<file path="src/rtl/segment_capture_pkg.sv">
// Shared constants and types for the seven-segment capture block:
// digit count, glyph table, FSM state type and anode helpers.
package segment_capture_pkg;

  localparam int NUM_DIGITS = 4;
  localparam int DIG_W      = 2;
  localparam int NUM_GLYPHS = 16;

  // Active-low glyph bytes with dp off; index = hex value
  localparam logic [NUM_GLYPHS-1:0][7:0] GLYPH_TBL = {
    8'h8E, 8'h86, 8'hA1, 8'hC6, 8'h83, 8'h88, 8'h90, 8'h80,
    8'hF8, 8'h82, 8'h92, 8'h99, 8'hB0, 8'hA4, 8'hF9, 8'hC0
  };

  typedef enum logic [1:0] {
    ST_IDLE   = 2'd0,
    ST_SETTLE = 2'd1,
    ST_HELD   = 2'd2
  } cap_state_e;

  function automatic logic anode_onehot_low(input logic [NUM_DIGITS-1:0] an);
    int zeros;
    zeros = 0;
    for (int i = 0; i < NUM_DIGITS; i++)
      if (!an[i]) zeros++;
    return (zeros == 1);
  endfunction

  function automatic logic [DIG_W-1:0] anode_index(input logic [NUM_DIGITS-1:0] an);
    logic [DIG_W-1:0] idx;
    idx = '0;
    for (int i = 0; i < NUM_DIGITS; i++)
      if (!an[i]) idx = DIG_W'(i);
    return idx;
  endfunction

endpackage

</file>
<file path="src/rtl/segment_to_hex.sv">
// Combinational decode of an active-low 7-segment pattern {g..a} to a hex nibble.
module segment_to_hex
  import segment_capture_pkg::*;
(
  input  logic [6:0] segment,
  output logic [3:0] nibble,
  output logic       valid
);

  always_comb begin
    nibble = '0;
    valid  = 1'b0;
    for (int g = 0; g < NUM_GLYPHS; g++) begin
      if (segment == GLYPH_TBL[g][6:0]) begin
        nibble = 4'(g);
        valid  = 1'b1;
      end
    end
  end

endmodule

</file>
<file path="src/rtl/segment_capture.sv">
// Snoops a multiplexed 4-digit 7-segment bus and rebuilds the displayed hex frame.
// Optional decimal-point capture is enabled with `define SEGMENT_CAPTURE_DP_EN.
module segment_capture
  import segment_capture_pkg::*;
#(
  parameter int SETTLE_CYCLES = 4
) (
  input  logic                    clk,
  input  logic                    reset,
  input  logic [NUM_DIGITS-1:0]   anode,
  input  logic [7:0]              segment,
  output logic [NUM_DIGITS*4-1:0] dataOut,
  output logic [NUM_DIGITS-1:0]   digitPoint,
  output logic                    frameValid,
  output logic                    decodeError
);

  logic [NUM_DIGITS-1:0]      anode_q, anode_prev_q;
  logic [7:0]                 seg_q, seg_prev_q;
  cap_state_e                 state_q, state_d;
  logic [7:0]                 cnt_q, cnt_d;
  logic [NUM_DIGITS-1:0][3:0] shadow_q;
  logic [NUM_DIGITS-1:0]      seen_q, seen_d;
  logic [NUM_DIGITS*4-1:0]    data_q;
  logic                       fv_q, err_q;

  logic             changed, one_hot, settled, sample_en, frame_done;
  logic [DIG_W-1:0] dig_idx;
  logic [3:0]       dec_nib;
  logic             dec_valid;

  // Input stage plus a one-cycle history for change detection
  always_ff @(posedge clk) begin
    if (reset) begin
      anode_q      <= '1;
      seg_q        <= '1;
      anode_prev_q <= '1;
      seg_prev_q   <= '1;
    end else begin
      anode_q      <= anode;
      seg_q        <= segment;
      anode_prev_q <= anode_q;
      seg_prev_q   <= seg_q;
    end
  end

  assign changed = (anode_q != anode_prev_q) || (seg_q != seg_prev_q);
  assign one_hot = anode_onehot_low(anode_q);
  assign settled = (cnt_q == 8'(SETTLE_CYCLES - 1));
  assign dig_idx = anode_index(anode_q);

  always_ff @(posedge clk) begin
    if (reset) begin
      state_q <= ST_IDLE;
      cnt_q   <= '0;
    end else begin
      state_q <= state_d;
      cnt_q   <= cnt_d;
    end
  end

  always_comb begin
    state_d = state_q;
    cnt_d   = cnt_q;
    if (changed) begin
      cnt_d   = '0;
      state_d = one_hot ? ST_SETTLE : ST_IDLE;
    end else begin
      case (state_q)
        ST_SETTLE: begin
          cnt_d = cnt_q + 8'd1;
          if (settled) state_d = ST_HELD;
        end
        default: ;
      endcase
    end
  end

  always_comb begin
    sample_en = 1'b0;
    if (state_q == ST_SETTLE && !changed && settled) sample_en = 1'b1;
  end

  segment_to_hex u_dec (
    .segment (seg_q[6:0]),
    .nibble  (dec_nib),
    .valid   (dec_valid)
  );

  assign frame_done = (seen_q == '1);

  // A completed frame clears seen first; a same-edge sample then re-marks its slot
  always_comb begin
    seen_d = frame_done ? '0 : seen_q;
    if (sample_en && dec_valid) seen_d[dig_idx] = 1'b1;
  end

  always_ff @(posedge clk) begin
    if (reset) begin
      shadow_q <= '0;
      seen_q   <= '0;
      data_q   <= '0;
      fv_q     <= 1'b0;
      err_q    <= 1'b0;
    end else begin
      seen_q <= seen_d;
      fv_q   <= frame_done;
      if (frame_done) data_q <= shadow_q;
      if (sample_en && dec_valid) shadow_q[dig_idx] <= dec_nib;
      if (sample_en && !dec_valid) err_q <= 1'b1;
    end
  end

`ifdef SEGMENT_CAPTURE_DP_EN
  logic [NUM_DIGITS-1:0] dp_shadow_q, dp_q;

  always_ff @(posedge clk) begin
    if (reset) begin
      dp_shadow_q <= '0;
      dp_q        <= '0;
    end else begin
      if (frame_done) dp_q <= dp_shadow_q;
      if (sample_en && dec_valid) dp_shadow_q[dig_idx] <= ~seg_q[7];
    end
  end

  assign digitPoint = dp_q;
`else
  assign digitPoint = '0;
`endif

  assign dataOut     = data_q;
  assign frameValid  = fv_q;
  assign decodeError = err_q;

endmodule

</file>
<file path="config.mk">
export PLATFORM = sky130hd
export DESIGN_NAME = segment_capture
export DESIGN_NICKNAME = d
export VERILOG_FILES = /design/src/rtl/segment_capture_pkg.sv /design/src/rtl/segment_to_hex.sv /design/src/rtl/segment_capture.sv
export SDC_FILE = /design/constraint.sdc
export NUM_CORES = 1
export LEC_CHECK = 0
export BUFFER_PORTS_ARGS = -buffer_cell sky130_fd_sc_hd__buf_2
export CAP_MARGIN = 20
export CORE_MARGIN = 2
export CORE_UTILIZATION = 25
export CTS_BUF_LIST = sky130_fd_sc_hd__clkbuf_8 sky130_fd_sc_hd__clkbuf_16
export DETAILED_ROUTE_END_ITERATION = 10
export PLACE_DENSITY = 0.5
export SYNTH_ARGS = -nofsm -noshare
export SYNTH_HDL_FRONTEND = slang
export SYNTH_SLANG_ARGS = --single-unit
export TNS_END_PERCENT = 30
</file>
<file path="constraint.sdc">
create_clock -name clk -period 6.6 [get_ports clk]
set_input_delay 0 -clock clk [delete_from_list [all_inputs] [get_ports clk]]
set_output_delay 0 -clock clk [all_outputs]
set_load 0.01 [all_outputs]
</file>
# --- Word-level counts from Yosys, hierarchy flattened ---
# Index checks and enable logic that the tools add are counted.
totals:
  output_inout_bits: 22
  ram_bits: 0
  ff_bits: 72
  latchBits: 0
  n_memories: 0
  rom_bits: 0
classes:
  n_div: 0
  muxes: 50
  reduce_logical: 13
  n_addsub: 4
  multipliers: 0
  shifts: 0
  bitwise: 1
  eq_ne: 21
  n_lt_le_gt_ge: 2
ops:
  columns: ["cell", "n"]
  rows:
  - ["adder 32 x 2 -> 32 bit (second input constant)", 3]
  - ["two-way mux 32 bit", 3]
  - ["two-way mux 4 bit", 11]
  - ["equality test 32 x 2 -> 1 bit (second input constant)", 1]
  - ["equality test 7 bit (second input constant)", 4]
  - ["two-way mux 1 bit", 22]
  - ["equality test 7 x 5 -> 1 bit (second input constant)", 3]
  - ["equality test 7 x 6 -> 1 bit (second input constant)", 3]
  - ["bitwise mux 16 bit", 1]
  - ["equality test 7 x 2 -> 1 bit (second input constant)", 2]
  - ["equality test 7 x 4 -> 1 bit (second input constant)", 2]
  - ["two-way mux 2 bit", 7]
  - ["two-way mux 3 bit", 4]
  - ["adder 8 x 1 -> 8 bit (second input constant)", 1]
  - ["demux 4 bit (select 2 bit)", 1]
  - ["equality test 8 x 2 -> 1 bit (second input constant)", 1]
  - ["!= test 8 bit", 1]
  - ["equality test 7 x 3 -> 1 bit (second input constant)", 1]
  - ["zero test 7 bit", 1]
  - ["logical AND 1 bit", 5]
  - ["equality test 4 bit (second input constant)", 1]
  - ["!= test 4 bit", 1]
  - ["bitwise OR 4 bit", 1]
  - ["nonzero test 2 bit", 2]
  - ["8 further kinds", 9]

# --- Longest topological paths before layout ---
# Gate-level depths: netlist of run 1.
logic_depth:
  depth_word: 19
  depth_mapped: 9
  mapped_depth_nobuf: 9

# --- Cells and area by module ---
# A second synthesis of run 1 with hierarchy kept.
unflattened:
  cells_unflattened: 332
  hier_area_um2: 3061.7
modules_own_cells:
  columns: ["mod", "cells_each", "area_each_um2", "instances"]
  rows:
  - ["segment_capture", 284, 2751.4, 1]
  - ["segment_to_hex", 48, 310.3, 1]

# --- Worst setup path after synthesis of run 1 ---
# No wires, ideal clock.
synth_path:
  path_type: "register to register"
  from: "register cnt_q[2]"
  to: "register err_q (netlist: decodeError)"
  required_time_ns: 6.530
  period_less_slack_ns: 2.278
  stages_incl_launch_ff: 6
  setup_slack_ns: 4.322
  n_path_buf: 0
  t_arrival_ns: 2.208
  path_cell_list: "dfxtp_1 > or4_1 > or4_4 > or4_4 > or4_1 > a21oi_1"
synth_via:
  elab_chain_len: 4
synth_rtl:
  columns: ["item", "line_no", "source"]
  rows:
  - ["start, declared", "segment_capture.sv:21", "logic [7:0] cnt_q, cnt_d;"]
  - ["start signal, assigned", "segment_capture.sv:58", "cnt_q <= cnt_d;"]
  - ["equality test 8 x 2 -> 1 bit", "segment_capture.sv:49", "assign settled = (cnt_q == 8'(SETTLE_CYCLES - 1));"]
  - ["logical AND 1 bit", "segment_capture.sv:81", "if (state_q == ST_SETTLE && !changed && settled) sample_en = 1'b1;"]
  - ["two-way mux 1 bit", "segment_capture.sv:81", null]
  - ["logical AND 1 bit", "segment_capture.sv:110", "if (sample_en && !dec_valid) err_q <= 1'b1;"]
  - ["end signal, assigned", "segment_capture.sv:104", "err_q <= 1'b0;"]
  - ["end signal, assigned", "segment_capture.sv:110", null]
  - ["end, declared", "segment_capture.sv:25", "logic fv_q, err_q;"]
# Every way passes these cells.
# A chain may end at the register's enable or synchronous reset.

# --- Final worst setup path of run 1 ---
layout_path:
  from: "register seg_q[3]"
  to: "register shadow_q[11] in the netlist's numbering"
layout_via:
  elab_chain_len: 18
  elab_cells_between_ends: 48
  cone_classes: "eq/ne (16); mux (26); reduce/logical (6)"
layout_rtl:
  columns: ["item", "line_no", "source"]
  rows:
  - ["start, declared", "segment_capture.sv:19", "logic [7:0] seg_q, seg_prev_q;"]
  - ["start signal, assigned", "segment_capture.sv:41", "seg_q <= segment;"]
  - ["equality test 7 bit", "segment_to_hex.sv:14", "if (segment == GLYPH_TBL[g][6:0]) begin"]
  - ["two-way mux 1 bit (16 in a row)", "segment_to_hex.sv:14", null]
  - ["logical AND 1 bit", "segment_capture.sv:109", "if (sample_en && dec_valid) shadow_q[dig_idx] <= dec_nib;"]
  - ["end signal, assigned by index", "segment_capture.sv:109", null]
  - ["end, declared", "segment_capture.sv:22", "logic [NUM_DIGITS-1:0][3:0] shadow_q;"]
# Several ways; a longest one is shown, not always the timed one.

==> results of run 1 <==
==> metal layers <==
metal | part of all wire, % | track usage, % | vias up
li1 | - | - | 1252
met1 | 49 | 13.25 | 1105
met2 | 46 | 16.43 | 29
met3 | 3.0 | 3.010 | 6
met4 | 1.0 | 3.059 | 0
met5 | 0 | 0 | -
==> area by class of cell <==
type | instances | area share (%)
multi-input combinational | 245 | 40.97
sequential | 72 | 37.43
timing repair buffer | 45 | 7.927
clock buffer | 9 | 5.848
tap | 172 | 5.588
clock inverter | 7 | 1.267
inverter | 10 | 0.9747
==> cell usage in the layout, fill, tap and decap left out, types with 4 or more instances in the layout <==
cell	synthesis	final
nand2_1	43	43
xor2_1	4	4
dfxtp_1	72	72
nand4_1	4	4
and3_1	4	4
ha_1	4	4
nand3_1	5	5
buf_2	1	31
dlygate4sd3_1	0	13
nand2b_1	18	18
or2_2	24	24
nor2_1	16	16
o21ai_0	6	6
conb_1	1	4
inv_1	10	11
nor3_1	7	7
nand3b_1	4	4
clkbuf_16	0	9
xnor2_1	19	19
mux2i_1	16	16
a21oi_1	23	23
==> worst max-delay path by stage <==
| stage | startpoint | to | slack, ns | cells after the start |
|---|---|---|---|---|
| after floorplan | cnt_q[2]$_SDFFE_PP0N_ | decodeError$_SDFFE_PP0P_ | 4.32 | 5 |
| after global placement | seg_q[3]$_SDFF_PP1_ | shadow_q[7]$_SDFFE_PP0P_ | 4.13 | 5 |
| after detailed placement | seg_q[3]$_SDFF_PP1_ | shadow_q[11]$_SDFFE_PP0P_ | 4.10 | 5 |
| after CTS | seg_q[0]$_SDFF_PP1_ | shadow_q[5]$_SDFFE_PP0P_ | 4.07 | 5 |
| after global routing | seg_q[0]$_SDFF_PP1_ | shadow_q[5]$_SDFFE_PP0P_ | 3.85 | 5 |
| final | seg_q[3]$_SDFF_PP1_ | shadow_q[11]$_SDFFE_PP0P_ | 4.08 | 5 |
==> per-stage QoR <==
step	instance area [um2]	hold WS, ns	util [%]	setup slack, ns	power [mW]
3_5_place_dp	3427	0.1836	27.38	4.096	0.5123
6_report	3851	0.3821	30.77	4.084	0.9489
4_1_cts	3821	0.3564	30.53	4.070	0.9637
3_3_place_gp	3427	0.1831	27.38	4.135	0.5110
5_1_grt	3851	0.3899	30.77	3.855	0.9901
2_1_floorplan	3178	0.1038	-	4.322	0.5020
==> power by group through the flow <==
stage          clock network, mW  registers [mW]  logic (mW)
4_1_cts                    0.456           0.456      0.0519
5_1_grt                    0.472           0.458      0.0605
3_3_place_gp                   0           0.465      0.0459
3_5_place_dp                   0           0.466      0.0465
6_report                   0.440           0.456      0.0529
2_1_floorplan                  0           0.456      0.0463
==> critical path, stage by stage (launching register included) <==
cell and delay (ns):
dfxtp_1 0.47, or4b_1 0.64, or4b_1 0.52, nand3_1 0.20, o311ai_1 0.27, a221oi_1 0.32
==> what timing repair did <==
item,in CTS,in global routing
hold buffers,12,1
endpoints found under the hold margin,12,4
setup endpoints to repair,0,0
==> cells by family after synthesis <==
group,Yosys count,share of synthesized area [%]
buffers and inverters,38,5.018
muxes,16,5.057
AOI/OAI and AO/OA,49,9.957
DFF,72,45.52
xor gates and xnor gates,23,6.361
and+or+nand+nor,149,26.39
other,1,0.1184
adders and majority gates,4,1.580
==> state kept, by name, indices dropped and copies added (netlist names) <==
| name | cells |
|---|---|
| frameValid | 1 |
| seg_q | 8 |
| shadow_q | 16 |
| cnt_q | 8 |
| seen_q | 4 |
| anode_q | 4 |
| seg_prev_q | 8 |
| dataOut | 16 |
| state_q | 2 |
| decodeError | 1 |
| anode_prev_q | 4 |
==> flow_summary.toml, run 1 <==
[routing]
vias = 2392
drt-pass1-iter-count = 4
vias_per_cell = 4.271
drt-initial-drc-count = 64
drt-total-wl_um = 6364
wl_per_cell_um = 11.36
drc = 0
ant_nets = 0

[floorplan]
io_pins = 36
placementRows = 41
fp.dieH_um = 116.6
die_w_um = 116.6
dieArea_mm2 = 0.01358
initial_core_util_pct = 25.30
core_mm2 = 0.01252

[place]
io_buffers = 31
dp_cells = 530
place_congestion = 0.7522
dp_hpwl_um = 4362

[power]
p_int_mw = 0.7260
power_frac_comb_pct = 5.6
pwr-share-clk_pct = 46.4
leakage_nw = 1.514
seq_power_share_pct = 48.1
irDropWorstVdd_uv = 124.7
switching_share_pct = 23.49
switchingPower_mw = 0.2229
power_density_mw_per_mm2 = 246.4

[global_route]
antenna_found_initial = 0
grt_start_max_net_pins = 69
overflow = 0
grt_pass1_wl_um = 11030
grt_pass1_vias = 2356
grt_usage_pct = 10.20

[logic_synthesis]
avgSynthCellArea_um2 = 8.997
synth_common_cells = "72 x dfxtp_1, 43 x nand2_1, 24 x or2_2"
ys_seq_area_share_pct = 45.52
synthTopCellsByArea = "dfxtp_1 46%, xnor2_1 5.3%, nand2_1 5.1%"
syn-instance-count = 352
synthArstFlopShare_pct = 0
synth_area_mm2 = 0.003167
ys_ff_latch = 72
synth_cell_types = 50
synth_warnings = 0
synth_top_cell_by_area = "dfxtp_1"
synth_top_area_share_pct = 45.52
synth_edf_count = 0
post-synth-top-count-cell = "dfxtp_1"
synth_ff_type = "dfxtp_1"

[cells_and_area]
nets = 401
num_antenna_cells = 0
multiInputGateArea_mm2 = 0.001578
drive_gt1_share_pct = 20.36
area_growth_pct = 21.61
seq_area_mm2 = 0.001441
instances_no_fill = 560
nFillCells = 1369

[min_path]
holdPathEnd = "seg_q[6]$_SDFF_PP1_"
hp-class = "in -> reg"
min_path_cells = 3
hp-start = "segment[6]"

[cts]
cts_made_buffers = 9
numClockSinks = 72
clk_path_buf_depth = 2
clk_pin_slew_ns = 0.06
htreeDepth = 3
post_cts_resized = 0
insertion_delay_ns = 0.33
cts_tree = "yes"
cts-root-buf = "clkbuf_16"
post_cts_buffers = 0

[critical_path]
crit_fanout = 17
regToRegEndpoint = "shadow_q[11]$_SDFFE_PP0P_"
reg2reg_depth = 5
cp.arrival_ns = 2.74
crit_path_end_kind = "register"
r2r_slack_ns = 4.08
criticalPathCategory = "reg -> reg"
r2r-start = "seg_q[3]$_SDFF_PP1_"
start_kind = "register"
worst_ep_required_time_ns = 6.83

[job]
drv_cap = 0

[sta]
slew_viol_final = 0
maxSlewHeadroom_pct = 38.71
finalCritPeriodShare_pct = 38.12
min_period_ns = 2.516
tns_ns = 0
finalSetupViolations = 0
hold_viol = 0
clock_skew_ns = 0.007848
grt_setup_unrepaired = "no"
worst_slew_pin_slew_ns = 0.9050
fmax_mhz = 397.5

[outcome]
status = "finished, final reports clean"
No activity file was read; power rests on OpenSTA's default activity.
==> inputs of run 2 (changes only) <==
- clock period: 6.6 -> 2.35 ns (I/O delays scaled with it)
==> flow_summary.toml, run 2 (same netlist as run 1, synthesis figures left out) <==
[place]
dp_hpwl_um = 4595
place_congestion = 0.7373
io_buffers = 31
place_ws_ns = 0.03945

[sta]
min_period_ns = 2.354
setup_ws_ns = -0.003747
tns_ns = -0.003747
fmax_mhz = 424.9
clock_skew_ns = 0.007495
maxSlewHeadroom_pct = 61.36
hold_viol = 0
finalCritPeriodShare_pct = 100.2
grt_setup_unrepaired = "yes"
slew_viol_final = 0
finalSetupViolations = 1
worst_slew_pin_slew_ns = 0.5787

[floorplan]
initial_core_util_pct = 25.30
core_mm2 = 0.01252
dieArea_mm2 = 0.01358
io_pins = 36
fp.dieH_um = 116.6
placementRows = 41
die_w_um = 116.6

[critical_path]
crit_fanout = 4
cp.arrival_ns = 2.61
worst_ep_required_time_ns = 2.61
start_kind = "register"
criticalPathCategory = "reg -> reg"
crit_path_end_kind = "register"

[cells_and_area]
nets = 427
layout_commonest_cell = "dfxtp_1"
drive_gt1_share_pct = 27.78
final_cell_mix = "72 x dfxtp_1, 43 x nand2_1, 31 x buf_2, 28 x buf_4, 24 x or2_2"
num_antenna_cells = 0
area_growth_pct = 28.72
nFillCells = 1359

[routing]
vias_per_cell = 4.302
drt-total-wl_um = 6553
wl_per_cell_um = 11.18
ant_nets = 0
drt-initial-drc-count = 77
drc = 0
vias = 2521
drt-pass1-iter-count = 4

[cts]
cts-root-buf = "clkbuf_16"
htreeDepth = 3
cts_made_buffers = 9
insertion_delay_ns = 0.33
clk_pin_slew_ns = 0.06
numClockSinks = 72
cts_tree = "yes"
clk_path_buf_depth = 2

[job]
drv_cap = 0

[global_route]
grt_pass1_wl_um = 11170
overflow = 0
antenna_found_initial = 0
grt_pass1_vias = 2436
grt_usage_pct = 10.27
grt_start_max_net_pins = 35

[outcome]
status = "finished with violations"
violations = "setup timing"

[power]
irDropWorstVdd_uv = 280.1
power_density_mw_per_mm2 = 667.8
leakage_nw = 1.655

[min_path]
hp-class = "in -> reg"
-- run 2: cell type report --
| class | instances | area [um2] | share of cell area (%) |
|---|---|---|---|
| clock buffer | 10 | 239.0 | 5.862 |
| clock inverter | 6 | 43.79 | 1.074 |
| inverter | 10 | 37.54 | 0.9208 |
| multi-input combinational | 245 | 1614 | 39.59 |
| sequential | 72 | 1441 | 35.36 |
| tap | 172 | 215.2 | 5.279 |
| timing repair buffer | 71 | 485.5 | 11.91 |
-- run 2: metal layers --
| layer | GRT usage (%) | part of all wire [%] | wire length (um) |
|---|---|---|---|
| met1 | 13.50 | 50 | 3269 |
| met2 | 16.12 | 46 | 2988 |
| met3 | 3.269 | 3.9 | 254 |
| met4 | 3.216 | 0.61 | 40 |
| met5 | 0 | 0 | 0 |
-- run 2: where the power goes --
group	total (mW)	switching [mW]	internal, mW
registers	1.26	0.0212	1.24
clock network	1.27	0.524	0.746
logic	0.189	0.0914	0.0972
total	2.72	0.637	2.09
-- run 2: per-stage QoR --
| stage | instances | hold WS (ns) | total power, mW | cell area [um2] | util [%] |
|---|---|---|---|---|---|
| after floorplan | 355 | 0.1038 | 1.410 | 3178 | - |
| after global placement | 558 | 0.1865 | 1.456 | 3637 | 29.06 |
| after detailed placement | 558 | 0.1863 | 1.460 | 3637 | 29.06 |
| after CTS | 586 | 0.1335 | 2.754 | 4040 | 32.28 |
| after global routing | 586 | 0.1698 | 2.844 | 4076 | 32.57 |
| final | 586 | 0.1225 | 2.722 | 4076 | 32.57 |
-- run 2: final timing paths --
check	end	slack, ns	from	cells after the start
setup / recovery	decodeError$_SDFFE_PP0P_	-0.004	cnt_q[7]$_SDFFE_PP0N_	5
hold / removal	state_q[0]$_SDFFE_PP0P_	0.12	reset	2
setup reg to reg	decodeError$_SDFFE_PP0P_	-0.004	cnt_q[7]$_SDFFE_PP0N_	5
hold reg to reg	dataOut[6]$_SDFFE_PP0P_	0.45	dataOut[6]$_SDFFE_PP0P_	2
-- run 2: worst max-delay path: stages, from the launching register on --
cell	delay [ns]
dfxtp_1	0.31
or4_1	0.51
or4_4	0.47
or4_4	0.44
or4_4	0.43
a21oi_2	0.14
-- run 2: what timing repair did --
| item | CTS | global route |
|---|---|---|
| setup endpoints to repair | 0 | 4 |
| hold buffers | 12 | 0 |
| gates resized for setup | 0 | 8 |
| buffers inserted | 0 | 0 |
| endpoints found under the hold margin | 12 | 0 |
==> inputs of run 3 (changes only) <==
- PLACE_DENSITY: 0.5 -> default
- PLACE_DENSITY_LB_ADDON: default -> 0.05
- SYNTH_HIERARCHICAL: default -> 1
==> flow_summary.toml, run 3 <==
[sta]
min_period_ns = 2.208
finalSetupViolations = 0
finalCritPeriodShare_pct = 93.94
tns_ns = 0
slew_viol_final = 0
clock_skew_ns = 0.006989
worst_slew_pin_slew_ns = 0.5626
maxSlewHeadroom_pct = 62.50
hold_viol = 0
fmax_mhz = 453.0
hold_slack_ns = 0.1548

[floorplan]
initial_core_util_pct = 25.60
fp.dieH_um = 114.7
core_mm2 = 0.01196
die_w_um = 114.7
io_pins = 36
dieArea_mm2 = 0.01315
placementRows = 40

[global_route]
grt_usage_pct = 11.54
grt_pass1_vias = 2212
overflow = 0
grt_start_max_net_pins = 33
grt_pass1_wl_um = 11360
antenna_found_initial = 0

[place]
place_area_mm2 = 0.003393
dp_hpwl_um = 4769
io_buffers = 31
place_congestion = 0.7182

[logic_synthesis]
synth_top_area_share_pct = 47.08
synth_cell_types = 47
avgSynthCellArea_um2 = 9.222
ys_seq_area_share_pct = 47.08
syn-instance-count = 332
synth_top_cell_by_area = "dfxtp_1"
synthTopCellsByArea = "dfxtp_1 47%, mux2i_1 5.9%, xnor2_1 5.4%"
ys_ff_latch = 72
synth_common_cells = "72 x dfxtp_1, 40 x nand2_1, 25 x or2_2"
synthArstFlopShare_pct = 0
synth_edf_count = 0
synth_area_mm2 = 0.003062
synth_ff_type = "dfxtp_1"
post-synth-top-count-cell = "dfxtp_1"
synth_warnings = 6

[power]
seq_power_share_pct = 45.0
p_int_mw = 2.200
pwr-share-clk_pct = 49.1
power_density_mw_per_mm2 = 728.8
irDropWorstVdd_uv = 334.8
leakage_nw = 1.638
switchingPower_mw = 0.6130
switching_share_pct = 21.79
total_power_mw = 2.813
power_frac_comb_pct = 5.9

[cts]
clk_path_buf_depth = 2
clk_pin_slew_ns = 0.06
insertion_delay_ns = 0.34
cts_made_buffers = 9
htreeDepth = 3
numClockSinks = 72
cts-root-buf = "clkbuf_16"
cts_tree = "yes"

[cells_and_area]
nets = 398
fin_util_pct = 32.27
final_cell_mix = "69 x dfxtp_1, 39 x nand2_1, 31 x buf_2, 25 x or2_2, 24 x a21oi_1"
stdcell_area_mm2 = 0.003860
drive_gt1_share_pct = 26.23
num_antenna_cells = 0
nFillCells = 1261
layout_commonest_cell = "dfxtp_1"
area_growth_pct = 26.07

[critical_path]
worst_ep_required_time_ns = 2.61
criticalPathCategory = "reg -> reg"
start_kind = "register"
crit_path_end_kind = "register"
crit_slowest_cell = "dfxtp_1"
path_cells = "buf_4 > nor2_1 > a21oi_1 > o21ai_0 > or3_4 > and2_4 > nor2b_2 > nand4_2 > mux2i_1"
crit_fanout = 12
cpPeakStageDelay_ns = 0.56
cp.arrival_ns = 2.47

[routing]
ant_nets = 0
drc = 0
wl_per_cell_um = 12.95
vias = 2312
drt-total-wl_um = 6890
vias_per_cell = 4.346
drt-initial-drc-count = 63
drt-pass1-iter-count = 4

[outcome]
status = "finished, final reports clean"

[min_path]
hp-class = "in -> reg"

[job]
drv_cap = 0
[run 3: worst paths after layout]
kind                                          startpoint  slack (ns)                  endpoint  cells after the start
worst min-delay path                               reset        0.15      seen_q[2]$_SDFF_PP0_                      2
worst max-delay path                 seg_q[3]$_SDFF_PP1_        0.14  shadow_q[1]$_SDFFE_PP0P_                      9
worst min register to register  dataOut[14]$_SDFFE_PP0P_        0.45  dataOut[14]$_SDFFE_PP0P_                      2
worst max register to register       seg_q[3]$_SDFF_PP1_        0.14  shadow_q[1]$_SDFFE_PP0P_                      9
[run 3: area by class of cell]
cell class	count	area (um2)	share of cell area, %
multi-input cells	234	1520	39.38
flip-flops and latches	72	1445	37.44
repair buffers	58	391.6	10.15
clock buffers	11	252.7	6.548
well taps	147	183.9	4.765
clock inverters	5	47.55	1.232
inverters	5	18.77	0.4862
[run 3: timing repair]
| action | CTS | global route |
|---|---|---|
| pin swaps | 1 | 1 |
| setup endpoints to repair | 4 | 13 |
| hold buffers | 12 | 0 |
| gates resized for setup | 1 | 11 |
| setup buffers | 0 | 1 |
| endpoints found under the hold margin | 12 | 0 |
[run 3: worst max-delay path: cells and delay by family (launching register included)]
family | cells | cell delay, ns
buffers and inverters | 1 | 0.21
DFF | 1 | 0.56
muxes | 1 | 0.21
and+or+nand+nor | 5 | 0.90
AOI/OAI and AO/OA | 2 | 0.24
[run 3: metrics by stage]
step | std cells | setup slack [ns]
2_1_floorplan | 335 | 0.05736
5_1_grt | 532 | -0.01777
4_1_cts | 531 | 0.02341
3_5_place_dp | 503 | -0.004913
3_3_place_gp | 503 | 0.04765
6_report | 532 | 0.1425
[run 3: power by group through the flow]
stage               Clock, mW  Combinational, mW  Sequential (mW)
floorplan                   0              0.120             1.28
global placement            0              0.151             1.29
detailed placement          0              0.150             1.29
CTS                      1.43              0.166             1.27
global route             1.48              0.186             1.27
finish                   1.38              0.167             1.27
[run 3: cells by family (layout without fill, tap and decap cells)]
group | after synthesis | count (layout) | synth area share [%]
AO/OA/AOI/OAI | 37 | 37 | 6.907
multiplexers | 18 | 18 | 5.885
other | 1 | 4 | 0.1225
flip-flops | 72 | 72 | 47.08
buffers and inverters | 29 | 79 | 4.659
AND/OR/NAND/NOR | 149 | 149 | 27.42
XOR/XNOR | 22 | 22 | 6.294
adder cells (fa/ha/maj) | 4 | 4 | 1.635
[run 3: routing by layer]
metal | up-vias | GRT usage [%] | part of all wire [%]
li1 | 1198 | - | -
met3 | 14 | 3.864 | 3.6
met1 | 1068 | 15.46 | 51
met4 | 0 | 5.610 | 2.2
met2 | 32 | 16.53 | 43
met5 | - | 0 | 0
